## config.mk

```make
export PLATFORM = sky130hd
export DESIGN_NAME = bank1_slot_table
export DESIGN_NICKNAME = d
export VERILOG_FILES = /design/src/rtl/dfx_seq_pkg.sv /design/src/rtl/bank1_slot.sv /design/src/rtl/bank1_slot_table.sv
export SDC_FILE = /design/constraint.sdc
export NUM_CORES = 2
export LEC_CHECK = 0
export ABC_CLOCK_PERIOD_IN_PS = 3440
export CAP_MARGIN = 40
export CORE_MARGIN = 5
export CORE_UTILIZATION = 45
export CTS_BUF_LIST = sky130_fd_sc_hd__clkbuf_4
export CTS_CLUSTER_SIZE = 30
export DETAILED_ROUTE_END_ITERATION = 8
export GPL_TIMING_DRIVEN = 0
export SLEW_MARGIN = 40
export SYNTH_ARGS = -nofsm -noshare
export SYNTH_HDL_FRONTEND = slang
export SYNTH_HIERARCHICAL = 1
export SYNTH_SLANG_ARGS = --single-unit
```

## constraint.sdc

```tcl
create_clock -name clk -period 3.44 [get_ports clk]
set_input_delay 0.86 -clock clk [delete_from_list [all_inputs] [get_ports clk]]
set_output_delay 0.86 -clock clk [all_outputs]
set_load 0.1 [all_outputs]
```

## src/rtl/dfx_seq_pkg.sv

```systemverilog
// Shared definitions for the DFX sequencer: bank-1 field codes, slot status
// encodings and the default bank-1 widths used by the table and the AXI slaves.
package dfx_seq_pkg;

  localparam int unsigned B1_INDEX_WIDTH    = 2;
  localparam int unsigned B1_SRC_ADDR_WIDTH = 32;
  localparam int unsigned B1_SRC_SIZE_WIDTH = 26;
  localparam int unsigned B1_DST_ADDR_WIDTH = 32;
  localparam int unsigned B1_DST_SIZE_WIDTH = 26;
  localparam int unsigned B1_STATUS_WIDTH   = 2;
  localparam int unsigned B1_PROFILE_WIDTH  = 32;

  // Field select codes, equal to AXI address bits [5:2]
  localparam logic [3:0] FLD_SRC_ADDR = 4'd0;
  localparam logic [3:0] FLD_SRC_SIZE = 4'd1;
  localparam logic [3:0] FLD_DES_ADDR = 4'd2;
  localparam logic [3:0] FLD_DES_SIZE = 4'd3;
  localparam logic [3:0] FLD_STATUS   = 4'd4;
  localparam logic [3:0] FLD_PROFILE  = 4'd5;

  typedef enum logic [1:0] {
    ST_SLOT_IDLE = 2'd0,
    ST_SLOT_BUSY = 2'd1,
    ST_SLOT_DONE = 2'd2,
    ST_SLOT_ERR  = 2'd3
  } slot_status_e;

endpackage

```

## src/rtl/bank1_slot.sv

```systemverilog
// One bank-1 descriptor slot: field storage, write-priority resolution and
// the saturating busy-cycle profile counter.
module bank1_slot
  import dfx_seq_pkg::*;
#(
  parameter int unsigned SRC_ADDR_WIDTH = B1_SRC_ADDR_WIDTH,
  parameter int unsigned SRC_SIZE_WIDTH = B1_SRC_SIZE_WIDTH,
  parameter int unsigned DST_ADDR_WIDTH = B1_DST_ADDR_WIDTH,
  parameter int unsigned DST_SIZE_WIDTH = B1_DST_SIZE_WIDTH,
  parameter int unsigned STATUS_WIDTH   = B1_STATUS_WIDTH,
  parameter int unsigned PROFILE_WIDTH  = B1_PROFILE_WIDTH
) (
  input  logic                      clk,
  input  logic                      reset,
  input  logic                      wr_en,
  input  logic [3:0]                wr_field,
  input  logic [31:0]               wr_data,
  input  logic                      seq_busy,
  input  logic                      seq_status_we,
  input  logic [STATUS_WIDTH-1:0]   seq_status,
  output logic [SRC_ADDR_WIDTH-1:0] src_addr,
  output logic [SRC_SIZE_WIDTH-1:0] src_size,
  output logic [DST_ADDR_WIDTH-1:0] des_addr,
  output logic [DST_SIZE_WIDTH-1:0] des_size,
  output logic [STATUS_WIDTH-1:0]   status,
  output logic [PROFILE_WIDTH-1:0]  profile
);

  always_ff @(posedge clk) begin
    if (reset) begin
      src_addr <= '0;
      src_size <= '0;
      des_addr <= '0;
      des_size <= '0;
      status   <= '0;
      profile  <= '0;
    end else begin
      if (wr_en) begin
        case (wr_field)
          FLD_SRC_ADDR: src_addr <= SRC_ADDR_WIDTH'(wr_data);
          FLD_SRC_SIZE: src_size <= SRC_SIZE_WIDTH'(wr_data);
          FLD_DES_ADDR: des_addr <= DST_ADDR_WIDTH'(wr_data);
          FLD_DES_SIZE: des_size <= DST_SIZE_WIDTH'(wr_data);
          default: ;
        endcase
      end

      // Sequencer status update beats a same-cycle AXI status write
      if (seq_status_we)
        status <= seq_status;
      else if (wr_en && wr_field == FLD_STATUS)
        status <= STATUS_WIDTH'(wr_data);

      // AXI load beats the increment and is taken exactly
      if (wr_en && wr_field == FLD_PROFILE)
        profile <= PROFILE_WIDTH'(wr_data);
      else if (seq_busy && profile != '1)
        profile <= profile + PROFILE_WIDTH'(1);
    end
  end

endmodule

```

## src/rtl/bank1_slot_table.sv

```systemverilog
// Bank-1 DMA descriptor table: per-slot storage, AXI write port, and a
// req/ready read port that freezes a registered snapshot while held.
module bank1_slot_table
  import dfx_seq_pkg::*;
#(
  parameter int unsigned INDEX_WIDTH    = B1_INDEX_WIDTH,
  parameter int unsigned SRC_ADDR_WIDTH = B1_SRC_ADDR_WIDTH,
  parameter int unsigned SRC_SIZE_WIDTH = B1_SRC_SIZE_WIDTH,
  parameter int unsigned DST_ADDR_WIDTH = B1_DST_ADDR_WIDTH,
  parameter int unsigned DST_SIZE_WIDTH = B1_DST_SIZE_WIDTH,
  parameter int unsigned STATUS_WIDTH   = B1_STATUS_WIDTH,
  parameter int unsigned PROFILE_WIDTH  = B1_PROFILE_WIDTH
) (
  input  logic                      clk,
  input  logic                      reset,
  input  logic                      wr_valid,
  output logic                      wr_ready,
  input  logic [INDEX_WIDTH-1:0]    wr_index,
  input  logic [3:0]                wr_field,
  input  logic [31:0]               wr_data,
  input  logic [INDEX_WIDTH-1:0]    ext_bank1_out_index,
  input  logic                      ext_bank1_out_req,
  output logic [SRC_ADDR_WIDTH-1:0] ext_bank1_out_src_addr,
  output logic [SRC_SIZE_WIDTH-1:0] ext_bank1_out_src_size,
  output logic [DST_ADDR_WIDTH-1:0] ext_bank1_out_des_addr,
  output logic [DST_SIZE_WIDTH-1:0] ext_bank1_out_des_size,
  output logic [STATUS_WIDTH-1:0]   ext_bank1_out_status,
  output logic [PROFILE_WIDTH-1:0]  ext_bank1_out_profile,
  output logic                      ext_bank1_out_ready,
  input  logic [INDEX_WIDTH-1:0]    seq_index,
  input  logic                      seq_busy,
  input  logic                      seq_status_we,
  input  logic [STATUS_WIDTH-1:0]   seq_status
);

  localparam int unsigned NUM_SLOTS = 2 ** INDEX_WIDTH;

  typedef enum logic {
    R_IDLE = 1'b0,
    R_HOLD = 1'b1
  } rd_state_e;

  logic [SRC_ADDR_WIDTH-1:0] slot_src_addr [NUM_SLOTS];
  logic [SRC_SIZE_WIDTH-1:0] slot_src_size [NUM_SLOTS];
  logic [DST_ADDR_WIDTH-1:0] slot_des_addr [NUM_SLOTS];
  logic [DST_SIZE_WIDTH-1:0] slot_des_size [NUM_SLOTS];
  logic [STATUS_WIDTH-1:0]   slot_status   [NUM_SLOTS];
  logic [PROFILE_WIDTH-1:0]  slot_profile  [NUM_SLOTS];

  logic wr_fire;

  assign wr_ready = ~reset;
  assign wr_fire  = wr_valid & wr_ready;

  for (genvar i = 0; i < NUM_SLOTS; i++) begin : g_slot
    bank1_slot #(
      .SRC_ADDR_WIDTH (SRC_ADDR_WIDTH),
      .SRC_SIZE_WIDTH (SRC_SIZE_WIDTH),
      .DST_ADDR_WIDTH (DST_ADDR_WIDTH),
      .DST_SIZE_WIDTH (DST_SIZE_WIDTH),
      .STATUS_WIDTH   (STATUS_WIDTH),
      .PROFILE_WIDTH  (PROFILE_WIDTH)
    ) u_slot (
      .clk           (clk),
      .reset         (reset),
      .wr_en         (wr_fire && (wr_index == INDEX_WIDTH'(i))),
      .wr_field      (wr_field),
      .wr_data       (wr_data),
      .seq_busy      (seq_busy && (seq_index == INDEX_WIDTH'(i))),
      .seq_status_we (seq_status_we && (seq_index == INDEX_WIDTH'(i))),
      .seq_status    (seq_status),
      .src_addr      (slot_src_addr[i]),
      .src_size      (slot_src_size[i]),
      .des_addr      (slot_des_addr[i]),
      .des_size      (slot_des_size[i]),
      .status        (slot_status[i]),
      .profile       (slot_profile[i])
    );
  end

  rd_state_e              rd_state, rd_state_d;
  logic [INDEX_WIDTH-1:0] held_index;
  logic                   capture;

  always_ff @(posedge clk) begin
    if (reset) rd_state <= R_IDLE;
    else       rd_state <= rd_state_d;
  end

  // An index change under a held req drops to idle for one cycle, then recaptures
  always_comb begin
    rd_state_d = rd_state;
    capture    = 1'b0;
    case (rd_state)
      R_IDLE: begin
        if (ext_bank1_out_req) begin
          rd_state_d = R_HOLD;
          capture    = 1'b1;
        end
      end
      R_HOLD: begin
        if (!ext_bank1_out_req || ext_bank1_out_index != held_index)
          rd_state_d = R_IDLE;
      end
      default: rd_state_d = R_IDLE;
    endcase
  end

  always_ff @(posedge clk) begin
    if (reset) begin
      held_index             <= '0;
      ext_bank1_out_src_addr <= '0;
      ext_bank1_out_src_size <= '0;
      ext_bank1_out_des_addr <= '0;
      ext_bank1_out_des_size <= '0;
      ext_bank1_out_status   <= '0;
      ext_bank1_out_profile  <= '0;
    end else if (capture) begin
      held_index             <= ext_bank1_out_index;
      ext_bank1_out_src_addr <= slot_src_addr[ext_bank1_out_index];
      ext_bank1_out_src_size <= slot_src_size[ext_bank1_out_index];
      ext_bank1_out_des_addr <= slot_des_addr[ext_bank1_out_index];
      ext_bank1_out_des_size <= slot_des_size[ext_bank1_out_index];
      ext_bank1_out_status   <= slot_status[ext_bank1_out_index];
      ext_bank1_out_profile  <= slot_profile[ext_bank1_out_index];
    end
  end

  assign ext_bank1_out_ready = (rd_state == R_HOLD);

endmodule

```

# After elaboration in Yosys (flattened, before gate mapping)
# Index checks and enable logic that the tools add are counted.
# W data, S select, Z words.
# word_totals
out_inout_bits,152
input_bits,50
register_bits,753
# classes
eq_ne,16
mux,38
n_bitwise,4
add_sub_neg,4
n_reduce_logical,53
order_cmp,1
# op_table
cell,count
$mux W32,14
$bmux W32 S2,3
$add A32 B1 Y32 const B,4
$ne A32 B32 Y1 const B,4
$bmux W26 S2,2
$mux W26,4
$reduce_and A2 Y1,16
$logic_and A1 B1 Y1,24
$mux W2,10
$reduce_bool A2 Y1,8
$eq A2 B2 Y1 const B,4
$eq A4 B2 Y1 const B,2
$eq A4 B3 Y1 const B,2
$bmux W2 S2,1
$eq A2 B1 Y1 const B,2
$eq A4 B1 Y1 const B,1
$logic_not A2 Y1,2
$logic_not A4 Y1,1
$ge A3 B3 Y1 const B,1
$mux W1,3
$not A2 Y3,1
$ne A2 B2 Y1,1
$not A1 Y1,2
$pmux W1 S2,1
3 further kinds,3

# Longest topological paths before layout
# depth
word_depth,6
mapped_depth,10
depth_no_buf,7

# Modules after synthesis
# Netlist, hierarchy kept.
# modules_own_cells
mod,cells_per_inst,instances,area_per_inst_um2,seq_area_each_um2
bank1_slot,755,4,5995.8,3002.9
bank1_slot_table,864,1,9414.0,3062.9

# Least setup slack after synthesis
# Ideal clock, no wire load.
# synth_path
path_type,input port to flip-flop
start,input port reset
end,register g_slot[3].u_slot.des_addr[10]
n_path_buf,3
t_arrival_ns,3.163
t_required_ns,3.308
path_slack_ns,0.145
path_stages,10
cell_sequence,buf_6 -> inv_1 -> and4_1 -> nor3b_1 -> nand2_1 -> or2_2 -> clkbuf_1 -> clkbuf_1 -> nand2_1 -> a21oi_1
# synth_between
elab_chain_cells,4
# synth_lines
element,line,source
from (decl),bank1_slot_table.sv:15,"input logic reset,"
$not A1 Y1,bank1_slot_table.sv:52,assign wr_ready = ~reset;
named net wr_ready,bank1_slot_table.sv:17,"output logic wr_ready,"
$and A1 B1 Y1,bank1_slot_table.sv:53,assign wr_fire = wr_valid & wr_ready;
$logic_and A1 B1 Y1,bank1_slot_table.sv:66,".wr_en (wr_fire && (wr_index == INDEX_WIDTH'(i))),"
$reduce_and A2 Y1 (no line),n/a,
to (signal assigned),bank1_slot.sv:42,FLD_DES_ADDR: des_addr <= DST_ADDR_WIDTH'(wr_data);
to (decl),bank1_slot.sv:23,"output logic [DST_ADDR_WIDTH-1:0] des_addr,"
# The timed path passes the listed nets, and every way through them passes these cells.
# A chain may end at the register's enable or synchronous reset.

# Worst setup path in the final report
# layout_path
start,input port reset
end,output port wr_ready
# layout_between
elab_chain_cells,1
# layout_lines
element,line
$not A1 Y1,bank1_slot_table.sv:52
to (decl),bank1_slot_table.sv:17
# Every way passes these cells.

==> flow_metrics.tcl <==
set metrics [dict create \
    layout-drive-gt1-share_pct 16.6 \
    wirelength_um 122000 \
    run_status "finished, final reports clean" \
    place_area_um2 36200 \
    path_max_fanout 9 \
    cts_buffers 201 \
    drc 0 \
    nNetsFinal 4361 \
    yosysSeqAreaShare_pct 45.1 \
    max_cap_violations 0 \
    synth-main-ff-cell "dfxtp_1" \
    p_per_area_nw_per_um2 464 \
    finalSetupTns_ns 0 \
    setup-violations-final 0 \
    dr.pass1.iters 6 \
    antenna_found_initial 5 \
    hold_viol 0 \
    synth.distinct_cells 55 \
    max_freq_mhz 306 \
    startpoint "reset" \
    dp_slack_ns -0.502 \
    num_vias 31200 \
    p_leak_nw 14.9 \
    worst_pin_slew_ns 0.903 \
    core-area_um2 73300 \
    cts_tree "yes" \
    routedWlPerCell_um 22.4 \
    slew-limit-headroom_pct 39.8 \
    r2r_cells 8 \
    drv_slew 0 \
    seq_area_um2 15100 \
    hold_ws_ns 0.225 \
    synth.most_common_cell "nand2_1" \
    syn_area_per_cell_um2 8.60 \
    syn2layout_area_growth_pct 16.3 \
    ir_drop_mv 0.237 \
    dp_hpwl_um 86100 \
    synth_edf_count 0 \
    fp.dieH_um 282 \
    synth_nets 3938 \
    postCtsSetupBuffers 0 \
    grt_overflow_total 0 \
    io_buffer_count 199 \
    cts_buffer_depth 3 \
    ys_warn_count 6 \
    grt_max_degree 25 \
    final_antenna_net_count 0 \
    whs_path_depth 3 \
    synthArstFlopShare_pct 0 \
    yosysTopAreaCell "dfxtp_1" \
    hp-start "wr_data[14]" \
    viasPerCell 5.76 \
    nFillCells 7208 \
    synth_top_cell_area_share_pct 45.1 \
    critical_path_class "in2out" \
    crit_required_ns 2.58 \
    endpoint_kind "output port" \
    multiInputGateArea_um2 17000 \
    clock_tree.root_cell "clkbuf_4" \
    clock_skew_ns 0.0418 \
    io_pins 202 \
    die_area_um2 79800 \
    start_util_pct 45.5 \
    final_cell_area_um2 38900 \
    clock_latency_ns 1.05 \
    synthTopCellsByArea "dfxtp_1 45%, nand2_1 11%, mux2i_1 9.5%, a21oi_1 7.3%, o22ai_2 3.7%" \
    drtIter0Drc 2731 \
    htreeDepth 4 \
    fin_crit_sh_pct 94.9 \
    postSynthCellCount 3884 \
    ys_seq_elements 753 \
    critPathArrivalTime_ns 2.40 \
    die_x_um 282 \
    hold_path_class "in2reg" \
    cp_cell_sequence "dlygate4sd3_1 > buf_6 > inv_1 > buf_2" \
    cpMaxStageDelayCell "dlygate4sd3_1" \
    synth_area_um2 33400 \
    grt_first_pass_wirelength_um 180000 \
    num_rows 99 \
    startpoint_type "input port" \
    ys_top_cells_by_count "996 x nand2_1, 753 x dfxtp_1, 488 x a21oi_1" \
    grt_usage_pct 29.6 \
    fin_crit_ns 3.26 \
    layout_setup_ws_ns 0.176 \
    crit_path_max_incr_delay_ns 0.58 \
    grt_pass1_vias 29000 \
    clkSlewWorstSetupHoldPaths_ns 0.06 \
    place.gp.congestion 0.913 \
    clkSinkCount 753 \
    r2r-start "g_slot[0].u_slot/profile[0]" \
    rsz0062_at_grt "false" \
]
==> through the flow <==
stage               power (W)  std cells  util (%)
detailed placement     0.0100       5062      49.4
floorplan             0.00945       3884         -
global route           0.0187       5422      53.0
finish                 0.0180       5424      53.0
global placement       0.0100       5042      49.9
CTS                    0.0182       5419      53.0
==> layout make-up <==
cell class	count	share of cell area (%)
sequential	753	38.8
clock buffer	307	5.93
clock inverter	49	0.776
antenna	5	0.0322
timing repair buffer	220	4.11
tap	959	3.09
buffer	289	3.36
multi-input combinational	2825	43.7
inverter	17	0.164
==> what timing repair did <==
action,in CTS,in global routing
resized for setup,0,0
hold buffers,1,0
hold endpoints to repair,2,0
==> sequential cells by signal, indices dropped and copies added (netlist names) <==
| signal | count |
|---|---|
| g_slot.u_slot/profile | 128 |
| ext_bank1_out_profile | 32 |
| held_index | 2 |
| ext_bank1_out_ready | 1 |
| ext_bank1_out_src_size | 26 |
| ext_bank1_out_status | 2 |
| g_slot.u_slot/des_size | 104 |
| g_slot.u_slot/src_size | 104 |
| g_slot.u_slot/des_addr | 128 |
| g_slot.u_slot/status | 8 |
| ext_bank1_out_src_addr | 32 |
| ext_bank1_out_des_addr | 32 |
| ext_bank1_out_des_size | 26 |
| g_slot.u_slot/src_addr | 128 |
==> worst paths after layout <==
path,end,slack [ns]
setup / recovery,wr_ready,0.18
hold / removal,g_slot[3].u_slot/des_size[14],0.22
setup reg to reg,g_slot[0].u_slot/profile[5],0.67
hold reg to reg,ext_bank1_out_des_size[13],0.44
==> placed cells by master (no fill, tap or decap), drive strengths merged, types with 16 or more instances in the layout <==
| cell type | synthesis | final |
|---|---|---|
| or3 | 28 | 28 |
| nand4 | 36 | 36 |
| xnor2 | 24 | 24 |
| nand2 | 996 | 996 |
| clkinv | 0 | 34 |
| o31ai | 28 | 28 |
| xor2 | 26 | 26 |
| a211oi | 60 | 60 |
| o211ai | 16 | 16 |
| o21ai | 45 | 45 |
| buf | 56 | 259 |
| inv | 17 | 24 |
| nor4 | 32 | 32 |
| mux2i | 318 | 318 |
| and4 | 17 | 17 |
| or4 | 36 | 36 |
| clkbuf | 233 | 541 |
| nor2 | 149 | 149 |
| dfxtp | 753 | 753 |
| a21oi | 488 | 488 |
| a21o | 149 | 149 |
| nand3 | 44 | 44 |
| a311oi | 52 | 52 |
| o22ai | 149 | 149 |
| and3 | 19 | 19 |
==> worst max-delay path: cells and delay by family <==
| kind | cells | cell delay [ns] |
|---|---|---|
| buf+inv | 4 | 1.53 |
==> kinds of logic (layout without fill, tap and decap cells) <==
logic type / Yosys count / in the layout / synth area share [%]
simple gates: 1425 / 1425 / 18.8
compound gates: 1020 / 1020 / 20.8
flops: 753 / 753 / 45.1
mux: 326 / 326 / 9.80
buf+inv: 306 / 882 / 4.06
xor+xnor: 50 / 50 / 1.31
fa+ha+maj: 4 / 4 / 0.150
other cells: 0 / 5 / 0
==> report_power, final <==
group          total (W)  internal, W  leakage [nW]  switching (W)
clock network    0.00816      0.00427          1.55        0.00388
registers        0.00877      0.00875          6.07      0.0000284
logic            0.00110     0.000286          7.28       0.000818
==> per-layer routing <==
| metal | vias up | track usage (%) | wire length, um |
|---|---|---|---|
| li1 | 14700 | - | - |
| met1 | 15000 | 40.2 | 52800 |
| met2 | 1320 | 45.5 | 53700 |
| met3 | 237 | 7.10 | 10700 |
| met4 | 0 | 12.0 | 4500 |
| met5 | - | 0 | 0 |
(Power assumes the default switching activity.)
